===== src/rtl/bin_to_gray_stream_pkg.sv =====
// Shared types and helpers for the binary-to-Gray streaming encoder.
// Entries are sized for the widest legal configuration; narrower tops zero-extend.
package bin_to_gray_stream_pkg;

  localparam int unsigned WidthDefault = 8;
  localparam int unsigned MaxWidth     = 16;

  typedef struct packed {
    logic [MaxWidth-1:0] bin;
    logic [MaxWidth-1:0] gray;
    logic                wrap;
  } entry_t;

  function automatic logic [MaxWidth-1:0] gray_enc(input logic [MaxWidth-1:0] bin);
    return bin ^ (bin >> 1);
  endfunction

endpackage


===== src/rtl/gray_skid_buf.sv =====
// Two-entry in-order buffer with registered head output.
// Accepts a push while full as long as the head is popped in the same cycle.
module gray_skid_buf #(
  parameter int unsigned EntryW = 8
) (
  input  logic              clk_i,
  input  logic              rst_i,
  input  logic              push_i,
  input  logic [EntryW-1:0] data_i,
  output logic              space_o,
  input  logic              pop_i,
  output logic              valid_o,
  output logic [EntryW-1:0] data_o
);

  logic [1:0]        count_q, count_d;
  logic [EntryW-1:0] head_q, head_d;
  logic [EntryW-1:0] tail_q, tail_d;
  logic              pop_ok, push_ok;

  assign valid_o = (count_q != 2'd0);
  assign pop_ok  = pop_i & valid_o;
  assign space_o = (count_q != 2'd2) | pop_ok;
  assign push_ok = push_i & space_o;
  assign data_o  = head_q;

  always_comb begin
    head_d  = head_q;
    tail_d  = tail_q;
    count_d = count_q;
    unique case ({push_ok, pop_ok})
      2'b10: begin
        if (count_q == 2'd0) head_d = data_i;
        else                 tail_d = data_i;
        count_d = count_q + 2'd1;
      end
      2'b01: begin
        head_d  = tail_q;
        count_d = count_q - 2'd1;
      end
      2'b11: begin
        // Occupancy unchanged; the new entry lands behind whatever remains.
        if (count_q == 2'd1) begin
          head_d = data_i;
        end else begin
          head_d = tail_q;
          tail_d = data_i;
        end
      end
      default: ;
    endcase
  end

  always_ff @(posedge clk_i) begin
    if (rst_i) begin
      count_q <= 2'd0;
      head_q  <= '0;
      tail_q  <= '0;
    end else begin
      count_q <= count_d;
      head_q  <= head_d;
      tail_q  <= tail_d;
    end
  end

endmodule


===== src/rtl/bin_to_gray_stream.sv =====
// Streaming binary-to-Gray encoder fed either by an input stream or an internal counter.
// Source selection, counter and encoding live here; buffering is in gray_skid_buf.
module bin_to_gray_stream
  import bin_to_gray_stream_pkg::*;
#(
  parameter int unsigned WIDTH = WidthDefault
) (
  input  logic             clk,
  input  logic             rst,
  input  logic             mode,
  input  logic             in_valid,
  output logic             in_ready,
  input  logic [WIDTH-1:0] in_bin,
  input  logic             count_en,
  output logic             out_valid,
  input  logic             out_ready,
  output logic [WIDTH-1:0] out_gray,
  output logic [WIDTH-1:0] out_bin,
  output logic             out_wrap
);

  logic                space;
  logic                in_xfer, cnt_push, push;
  logic [WIDTH-1:0]    cnt_q, cnt_d;
  logic [MaxWidth-1:0] src_bin;
  entry_t              din, dout;

  assign in_ready = ~mode & space;
  assign in_xfer  = in_valid & in_ready;
  assign cnt_push = mode & count_en & space;
  assign push     = in_xfer | cnt_push;

  always_comb begin
    src_bin = '0;
    src_bin[WIDTH-1:0] = mode ? cnt_q : in_bin;
    din.bin  = src_bin;
    din.gray = gray_enc(src_bin);
    din.wrap = mode & (&cnt_q);
    cnt_d    = cnt_push ? cnt_q + WIDTH'(1) : cnt_q;
  end

  always_ff @(posedge clk) begin
    if (rst) cnt_q <= '0;
    else     cnt_q <= cnt_d;
  end

  gray_skid_buf #(
    .EntryW ($bits(entry_t))
  ) u_buf (
    .clk_i   (clk),
    .rst_i   (rst),
    .push_i  (push),
    .data_i  (din),
    .space_o (space),
    .pop_i   (out_ready),
    .valid_o (out_valid),
    .data_o  (dout)
  );

  assign out_bin  = dout.bin[WIDTH-1:0];
  assign out_gray = dout.gray[WIDTH-1:0];
  assign out_wrap = dout.wrap;

  if (WIDTH < MaxWidth) begin : g_pad
    logic unused_hi;
    assign unused_hi = ^{dout.bin[MaxWidth-1:WIDTH], dout.gray[MaxWidth-1:WIDTH]};
  end

endmodule


===== config.mk =====
export PLATFORM = sky130hd
export DESIGN_NAME = bin_to_gray_stream
export DESIGN_NICKNAME = d
export VERILOG_FILES = /design/src/rtl/bin_to_gray_stream_pkg.sv /design/src/rtl/gray_skid_buf.sv /design/src/rtl/bin_to_gray_stream.sv
export SDC_FILE = /design/constraint.sdc
export NUM_CORES = 1
export LEC_CHECK = 0
export CAP_MARGIN = 20
export CELL_PAD_IN_SITES_DETAIL_PLACEMENT = 2
export CELL_PAD_IN_SITES_GLOBAL_PLACEMENT = 2
export CORE_AREA = 2 2 100 83
export CTS_CLUSTER_DIAMETER = 200
export DETAILED_ROUTE_END_ITERATION = 12
export DIE_AREA = 0 0 102 85
export GPL_TIMING_DRIVEN = 0
export PLACE_DENSITY = 0.73
export SETUP_SLACK_MARGIN = 0.02
export SLEW_MARGIN = 10
export SYNTH_ARGS = -nofsm -noshare
export SYNTH_HDL_FRONTEND = slang
export SYNTH_SLANG_ARGS = --single-unit

===== constraint.sdc =====
create_clock -name clk -period 2.2 [get_ports clk]
set_input_delay 0.33 -clock clk [delete_from_list [all_inputs] [get_ports clk]]
set_output_delay 0.33 -clock clk [all_outputs]
set_load 0.02 [all_outputs]

# Yosys cells after proc, flatten, opt, wreduce, memory -nomap -nowiden
# Cells that the tools add are included.
# totals
ff_bits	60
latch_bits	0
ramBits	0
mem_bits_ro	0
input_bits	14
out_inout_bits	19
elab_cells	42
mem_count	0
# classes
addsub	3
mul	0
div_mod_pow	0
magnitude_cmp	0
n_eq_ne	8
shifts	0
n_mux	8
bitwise_logic	11
n_reduce_logical	8
# ops
cell	count
$mux 25	4
$pmux 25 s3	1
$pmux 25 s2	1
$add 8x1->8 const B	1
$mux 8	1
$reduce_and 8->1	1
$xor 8x7->8	1
$and 1x1->1	7
$ne 2x2->1 const B	3
$reduce_bool 2->1	3
$eq 2x1->1 const B	2
$eq 2x2->1 const B	2
$pmux 2 s2	1
$reduce_and 3->1	1
$reduce_bool 3->1	1
$add 2x1->2 const B	1
$logic_not 2->1	1
$ne 2x1->1 const B	1
$or 1x1->1	2
$reduce_and 2->1	1
$sub 2x1->2 const B	1
$not 1->1	1

# Logic depth before layout (Yosys ltp)
# Gate-level depths: netlist of run 1.
# logic_depth
depth_word	10
depth_mapped	14

# Modules after synthesis
# Synthesis of run 1 repeated with hierarchy kept, for this count alone.
# unflattened
hier_cells	422
area_unflattened_um2	3313.2
# modules_own_cells
mod	n_inst	cells_per_inst	area_per_inst_um2	seq_area_each_um2
gray_skid_buf	1	353	2748.9	1361.3
bin_to_gray_stream	1	69	564.3	160.2

# Worst setup path after synthesis of run 1
# No wires, ideal clock.
# synth_path
path_kind	register to register
startpoint	register u_buf.count_q[0]
endpoint	register u_buf.tail_q[3]
setup_time_ps	128
arrival_ps	2546
setup_slack_ps	-474
path_stages_with_launch	15
period_less_slack_ps	2674
path_cell_list	dfxtp_1 > inv_1 > ha_1 > nand2b_4 > buf_6 > a21oi_1 > a21oi_1 > inv_1 > ha_1 > nand2_1 > o211a_1 > buf_2 > buf_4 > mux2i_1 > nor2_1
# synth_via
elab_chain_cells	10
word_cells_on_any_way	18
# synth_lines
element	line_no	text
start: declaration	gray_skid_buf.sv:16	logic [1:0] count_q, count_d;
start signal: assignment	gray_skid_buf.sv:60	count_q <= count_d;
$reduce_bool 2->1	gray_skid_buf.sv:21	assign valid_o = (count_q != 2'd0);
$and 1x1->1	gray_skid_buf.sv:22	assign pop_ok = pop_i & valid_o;
$or 1x1->1 (*)	gray_skid_buf.sv:23	assign space_o = (count_q != 2'd2) | pop_ok;
$and 1x1->1 (*)	bin_to_gray_stream.sv:28	assign in_ready = ~mode & space;
named net in_ready	bin_to_gray_stream.sv:12	output logic in_ready,
$and 1x1->1 (*)	bin_to_gray_stream.sv:29	assign in_xfer = in_valid & in_ready;
$or 1x1->1 (*)	bin_to_gray_stream.sv:31	assign push = in_xfer | cnt_push;
$and 1x1->1 (*)	gray_skid_buf.sv:24	assign push_ok = push_i & space_o;
$eq 2x2->1	gray_skid_buf.sv:31	unique case ({push_ok, pop_ok})
$ne 2x2->1 (no line) / $reduce_bool 2->1 (equally long branches)	n/a	
$reduce_and 3->1 (no line)	n/a	
end signal: assignment	gray_skid_buf.sv:62	tail_q <= tail_d;
end: declaration	gray_skid_buf.sv:18	logic [EntryW-1:0] tail_q, tail_d;
# The timed path passes the listed nets; every way through them passes the cells marked *.
# A chain may end at the register's enable or synchronous reset.

# Worst setup path after layout of run 1
# layout_path
startpoint	register u_buf.count_q[0]
endpoint	register u_buf.head_q[7], in the netlist u_buf.data_o[7]
# layout_via
elab_chain_cells	10
word_cells_on_any_way	19
# layout_lines
element	line_no	text
$reduce_bool 2->1	gray_skid_buf.sv:21	
$and 1x1->1	gray_skid_buf.sv:22	
$or 1x1->1	gray_skid_buf.sv:23	
$and 1x1->1	bin_to_gray_stream.sv:28	
$and 1x1->1	bin_to_gray_stream.sv:29	
$or 1x1->1	bin_to_gray_stream.sv:31	
$and 1x1->1	gray_skid_buf.sv:24	
$eq 2x2->1 / $eq 2x1->1 (equally long branches)	gray_skid_buf.sv:31	
$ne 2x1->1 (no line) / $reduce_bool 3->1 (equally long branches)	n/a	
$reduce_and 2->1 (no line)	n/a	
end signal: assignment	gray_skid_buf.sv:57	head_q <= '0;
end signal: assignment	gray_skid_buf.sv:61	head_q <= head_d;
end: declaration	gray_skid_buf.sv:17	logic [EntryW-1:0] head_q, head_d;
# Parallel ways exist; a longest one is shown, timed or not.

==> out/qor.yml, run 1 <==
synth:
  synth_seq_cells: 42
  netlist.area_leader.share_pct: 36.1
  synth_top_flop_cell: "dfxtp_1"
  synth_area_um2: 2330
  synth_nets: 264
  synthTopCellsByArea: "dfxtp_1 (36%), mux2i_1 (11%), xnor2_1 (7.9%)"
  synthArstFlopShare_pct: 0
  ys_warn_count: 0
  postSynthAreaPerCell_um2: 9.58
  synth-edff-count: 0
  synthCells: 243
  yosysTopAreaCell: "dfxtp_1"
  ys_types: 32
  synth_seq_area_share_pct: 36.1
detailed_routing:
  vias: 2009
  first_pass_iters: 4
  wirelength_um: 8150
  drt_iter0_drc: 63
  ant_nets: 0
  drc_errors: 0
  wl_per_cell_um: 20.2
  via_per_inst: 4.97
critical_path:
  crit_path_end_kind: "flip-flop"
  crit_chain: "inv_2, ha_4, nand2b_4, buf_12, a21oi_4, a21oi_4, inv_2, ha_4, nor2b_4, o21a_4, buf_8, a221oi_4, nor3_2"
  cp_slowest_stage_delay_ns: 0.33
  cp_max_fo: 5
  crit_buf_inv: 4
  worstSetupPathType: "flip-flop to flip-flop"
  crit_family: "compound AO/OA/AOI/OAI gates"
  critPathRequiredTime_ns: 2.38
  start_kind: "flip-flop"
  cp_data_arrival_time_ns: 2.46
  critPathSlowestCell: "dfxtp_2"
floorplan:
  coreArea_um2: 7690
  fp.dieW_um: 102
  dieArea_um2: 8670
  die_h_um: 85
  rows: 29
  initial_core_util_pct: 30.3
  pin_count: 33
cts:
  tritoncts: "yes"
  clkSinkCount: 42
  htree_levels: 2
  numCtsBuffers: 5
  clk_latency_ns: 0.30
  postCtsHoldBufs: 0
  path_clk_slew_ns: 0.08
  cts_max_path_buffers: 2
  root_buffer: "clkbuf_8"
layout:
  drive_gt1_share_pct: 35.1
  nets: 316
  diodes: 0
  stdcell_count: 404
  fillers: 808
  syn2layout_area_growth_pct: 49.7
sta:
  fin_crit_ns: 2.28
  finClkSkew_ns: 0.00425
  hold_violations: 0
  slew_violations: 0
  rsz0062_at_grt: "yes"
  max_freq_mhz: 438
  setup_viol: 18
  finalWorstSetupSlack_ns: -0.0849
  tightest_slew_ns: 0.807
  post-route-period-util_pct: 104
  relSlewSlack_pct: 46.2
placed_design:
  port_buffers: 30
  placed_cells_incl_taps: 381
  dpl.hpwl_um: 5030
  gp_congestion: 0.739
grt:
  grt.total_usage_pct: 18.9
  overflow: 0
  antenna_found_initial: 0
  grt_max_degree: 14
  grt_pass1_vias: 2219
  grt_pass1_wl_um: 12400
pwr:
  ir_worst_vdd_v: 0.000429
  powerDensity_nw_per_um2: 1330
  total_power_mw: 4.62
  leakage_nw: 1.23
status:
  violations: "setup timing"
  outcome: "finished, violations left"
worst_hold_path:
  hp-class: "primary input to flip-flop"
run:
  drv_cap: 0
## metrics by stage
step           hold WS [ns]  utilization [%]  setup slack [ns]  instance area, um^2  setup TNS, ns
3_5_place_dp          0.491             36.8            -0.547                 2830         -14.94
4_1_cts               0.419             43.4           -0.0946                 3340          -1.02
3_3_place_gp          0.478             36.8            -0.502                 2830         -13.82
5_1_grt               0.500             45.3            -0.214                 3480          -3.98
6_report              0.441             45.3           -0.0849                 3480         -0.854
2_1_floorplan         0.479                -          0.000796                 2400              0
## logic make-up after synthesis
group | count (synthesis) | share of synthesized area, %
flip-flops | 42 | 36.1
multiplexers | 25 | 10.8
buffers and inverters | 29 | 6.77
AND/OR/NAND/NOR | 72 | 15.6
AO/OA/AOI/OAI | 45 | 18.3
XOR/XNOR | 23 | 8.66
adder cells (fa/ha/maj) | 7 | 3.76
## Yosys cell counts (all sizes together), types with 2 or more instances
master / n
dfxtp: 42
nor2: 42
mux2i: 25
xnor2: 21
a211oi: 17
nor3: 17
buf: 14
a21oi: 10
a221oi: 9
inv: 8
clkbuf: 7
ha: 7
nand2: 7
a2111oi: 4
nand2b: 2
nand3: 2
o21a: 2
o21ai: 2
xor2: 2
## worst register-to-register path: cells and delay by family, from the launching register on
kind                       cells  cell delay (ns)
adders and majority gates      2             0.32
AOI/OAI and AO/OA              4             0.75
DFF                            1             0.33
buffers and inverters          4             0.43
and+or+nand+nor                3             0.32
## metal layers
layer / track usage, % / vias up / part of all wire [%]
met2: 32.2 / 33 / 50
li1: - / 955 / -
met4: 3.52 / 0 / 1.3
met3: 2.97 / 11 / 2.0
met1: 25.5 / 1010 / 46
met5: 0 / - / 0
## timing repair
item / CTS / global route
pin swaps: 33 / 7
setup endpoints to repair: 33 / 32
resized for setup: 37 / 28
setup buffers: 11 / 1
gates cloned: 2 / 1
## sequential cells by signal (all words and copies together), names as in the netlist
name / flops
cnt_q: 8
u_buf.count_q: 2
u_buf.data_o: 16
u_buf.tail_q: 16
## cells in the final DEF (no fill, tap or decap), types with 3 or more instances in the layout
master            n
nor2_4            6
inv_1             4
nor3_1            7
ha_1              4
clkbuf_8          6
mux2i_1          23
buf_4            13
buf_2             3
a21oi_4           3
xnor2_1          21
clkdlybuf4s50_1  29
nor3_2           10
a21oi_1           7
buf_12            4
a211oi_2         12
dfxtp_1          40
a221oi_4          9
buf_6             5
nand2_1           4
inv_2             4
a211oi_1          3
clkbuf_1          6
a2111oi_2         4
nor2_1           35
## final cells by class
class / count / area (um^2) / area share, %
Buffer: 21 / 186 / 5.35
Clock buffer: 6 / 82.6 / 2.37
Clock inverter: 2 / 60.1 / 1.72
Inverter: 8 / 30.0 / 0.862
Multi-Input combinational cell: 172 / 1660 / 47.7
Sequential cell: 42 / 843 / 24.2
Tap cell: 108 / 135 / 3.88
Timing Repair Buffer: 45 / 484 / 13.9
## report_power, final
group          internal, mW  switching [mW]
clock network         0.484           0.290
registers             0.971           0.166
logic                  1.27            1.43
## path summary, 6_finish.rpt
| kind | start | to | slack [ns] | cells after the start |
|---|---|---|---|---|
| worst max-delay path | u_buf.count_q[0]$_SDFFE_PP0P_ | u_buf.data_o[7]$_SDFFE_PP0P_ | -0.08 | 13 |
| worst min-delay path | rst | u_buf.data_o[4]$_SDFFE_PP0P_ | 0.44 | 2 |
| worst max register to register | u_buf.count_q[0]$_SDFFE_PP0P_ | u_buf.data_o[7]$_SDFFE_PP0P_ | -0.08 | 13 |
| worst min register to register | u_buf.data_o[17]$_SDFFE_PP0P_ | u_buf.data_o[17]$_SDFFE_PP0P_ | 0.50 | 2 |
No activity file was read; power rests on OpenSTA's default activity.
==> inputs of run 2 (changes only) <==
--- a/config.mk
+++ b/config.mk
@@ -8,12 +8,12 @@
 export CAP_MARGIN = 20
 export CELL_PAD_IN_SITES_DETAIL_PLACEMENT = 2
 export CELL_PAD_IN_SITES_GLOBAL_PLACEMENT = 2
-export CORE_AREA = 2 2 100 83
+export CORE_AREA = 2 2 93 77
 export CTS_CLUSTER_DIAMETER = 200
 export DETAILED_ROUTE_END_ITERATION = 12
-export DIE_AREA = 0 0 102 85
+export DIE_AREA = 0 0 95 79
 export GPL_TIMING_DRIVEN = 0
-export PLACE_DENSITY = 0.73
+export PLACE_DENSITY_LB_ADDON = 0.1
 export SETUP_SLACK_MARGIN = 0.02
 export SLEW_MARGIN = 10
 export SYNTH_ARGS = -nofsm -noshare
==> constraint.sdc (replaced) <==
create_clock -name clk -period 2.85 [get_ports clk]
set_input_delay 0.4275 -clock clk [delete_from_list [all_inputs] [get_ports clk]]
set_output_delay 0.4275 -clock clk [all_outputs]
set_load 0.02 [all_outputs]
==> run 2 against run 1 <==
  * The flow now finishes without violations
  * Flip-flop and latch count unchanged
  * Non-clock buffer count is 14 lower
  * Maximum frequency decreased by 16%
  * Critical path type unchanged
  * Sequential power is 26% lower
  * Largest cell class unchanged
  * Critical endpoint is now u_buf.data_o[22]$_SDFFE_PP0P_
==> out/qor.yml, run 2 (synthesis gave the netlist of run 1 again) <==
sta:
  max_freq_mhz: 366
  fin_crit_ns: 2.73
  rsz0062_at_grt: "no"
  hold_violations: 0
  finClkSkew_ns: 0.00872
  finalWorstSetupSlack_ns: 0.120
  tightest_slew_ns: 0.628
  setup_viol: 0
  relSlewSlack_pct: 58.1
  post-route-period-util_pct: 95.8
  slew_violations: 0
cts:
  clkSinkCount: 42
  tritoncts: "yes"
  htree_levels: 2
  numCtsBuffers: 5
  root_buffer: "clkbuf_8"
  postCtsHoldBufs: 0
  cts_max_path_buffers: 2
  path_clk_slew_ns: 0.09
  clk_latency_ns: 0.30
detailed_routing:
  via_per_inst: 5.14
  ant_nets: 0
  first_pass_iters: 4
  wirelength_um: 6460
  drt_iter0_drc: 43
  vias: 1897
  drc_errors: 0
  wl_per_cell_um: 17.5
layout:
  nets: 302
  multiInputGateArea_um2: 1380
  final_area_um2: 2900
  fillers: 731
  seqCellArea_um2: 841
  final_cell_mix: "nor2_1 (42), dfxtp_1 (42), clkdlybuf4s50_1 (30)"
  syn2layout_area_growth_pct: 24.8
  drive_gt1_share_pct: 21.3
  diodes: 0
status:
  outcome: "completed"
floorplan:
  coreArea_um2: 6660
  pin_count: 33
  initial_core_util_pct: 35.0
  die_h_um: 79
  fp.dieW_um: 95
  dieArea_um2: 7510
  rows: 27
worst_hold_path:
  hp-class: "primary input to flip-flop"
pwr:
  ir_worst_vdd_v: 0.000381
  sequentialPowerShare_pct: 30.6
  power_frac_clock_pct: 15.2
  powerDensity_nw_per_um2: 945
  internal_power_mw: 1.58
  p_sw_share_pct: 42.3
  combPwrFrac_pct: 54.2
  netSwitchingPower_mw: 1.16
  leakage_nw: 1.10
critical_path:
  cp_data_arrival_time_ns: 2.90
  crit_buf_inv: 4
  worstSetupPathType: "flip-flop to flip-flop"
  critPathSlowestCell: "a211oi_1"
  critPathRequiredTime_ns: 3.02
  crit_family: "compound AO/OA/AOI/OAI gates"
  cp_max_fo: 10
  cp_slowest_stage_delay_ns: 0.36
  start_kind: "flip-flop"
  crit_chain: "inv_1, ha_4, nand2b_4, buf_6, a21oi_2, a21oi_2, inv_1, ha_1, nor2b_1, o21a_4, buf_4, a211oi_1, nor3_1"
  crit_path_end_kind: "flip-flop"
grt:
  grt_max_degree: 14
  overflow: 0
  grt.total_usage_pct: 18.4
  grt_pass1_vias: 1939
  grt_pass1_wl_um: 10500
  antenna_found_initial: 0
placed_design:
  port_buffers: 30
  pre_cts_slack_ns: -0.409
  gp_congestion: 0.740
  dpl.hpwl_um: 4880
  postPlaceCellArea_um2: 2740
run:
  drv_cap: 0
==> run 2: changes by cell type in the layout (fill, tap and decap cells not counted), sizes merged <==
cell,before,now
clkdlybuf4s50,29,30
clkinv,0,1
buf,28,14
clkinvlp,0,1
dlygate4sd2,1,0
bufinv,2,0
==> run 2: worst paths after layout <==
check / start / to / slack, ns / cells past startpoint
max: u_buf.count_q[0]$_SDFFE_PP0P_ / u_buf.data_o[22]$_SDFFE_PP0P_ / 0.12 / 13
min: rst / u_buf.data_o[4]$_SDFFE_PP0P_ / 0.49 / 2
min reg2reg: u_buf.data_o[18]$_SDFFE_PP0P_ / u_buf.data_o[18]$_SDFFE_PP0P_ / 0.50 / 2
max reg2reg: u_buf.count_q[0]$_SDFFE_PP0P_ / u_buf.data_o[22]$_SDFFE_PP0P_ / 0.12 / 13
==> run 2: power groups by stage <==
stage / Sequential, mW / Clock (mW) / Combinational [mW]
2_1_floorplan: 0.946 / 0 / 0.855
3_3_place_gp: 0.842 / 0 / 1.40
3_5_place_dp: 0.852 / 0 / 1.43
4_1_cts: 0.841 / 0.430 / 1.44
5_1_grt: 0.858 / 0.459 / 1.63
6_report: 0.839 / 0.418 / 1.49
==> run 2: metal layers <==
| layer | wire length [um] | global-route usage, % | up-vias |
|---|---|---|---|
| met5 | 0 | 0 | - |
| li1 | - | - | 928 |
| met4 | 49 | 3.48 | 0 |
| met3 | 165 | 3.13 | 5 |
| met2 | 3040 | 29.8 | 31 |
| met1 | 3200 | 25.8 | 933 |
==> run 2: through the flow <==
step                setup TNS (ns)  std cells  hold slack, ns  total power [mW]  util (%)
finish                           0        369           0.493              2.75      43.6
global route                     0        369           0.514              2.95      43.6
floorplan                        0        243           0.479              1.80         -
CTS                              0        368           0.504              2.71      42.8
detailed placement           -8.97        360           0.487              2.28      41.1
global placement             -8.45        360           0.479              2.24      41.1
==> run 2: worst register-to-register path, cell delays in order (launching register included) <==
cell,delay (ns)
dfxtp_1,0.35
inv_1,0.12
ha_4,0.17
nand2b_4,0.14
buf_6,0.17
a21oi_2,0.09
a21oi_2,0.19
inv_1,0.08
ha_1,0.24
nor2b_1,0.16
o21a_4,0.24
buf_4,0.21
a211oi_1,0.36
nor3_1,0.09
==> run 2: cell type report <==
cell class | count | area share (%)
buffer | 21 | 4.74
tap | 87 | 3.75
clock inverter | 2 | 0.431
inverter | 8 | 1.03
sequential | 42 | 29.0
clock buffer | 6 | 2.84
timing repair buffer | 31 | 10.6
multi-input combinational | 172 | 47.7
==> run 2: repair_timing <==
item / CTS / global route
buffers inserted: 0 / 1
endpoints found under the setup margin: 29 / 29
resized for setup: 4 / 9
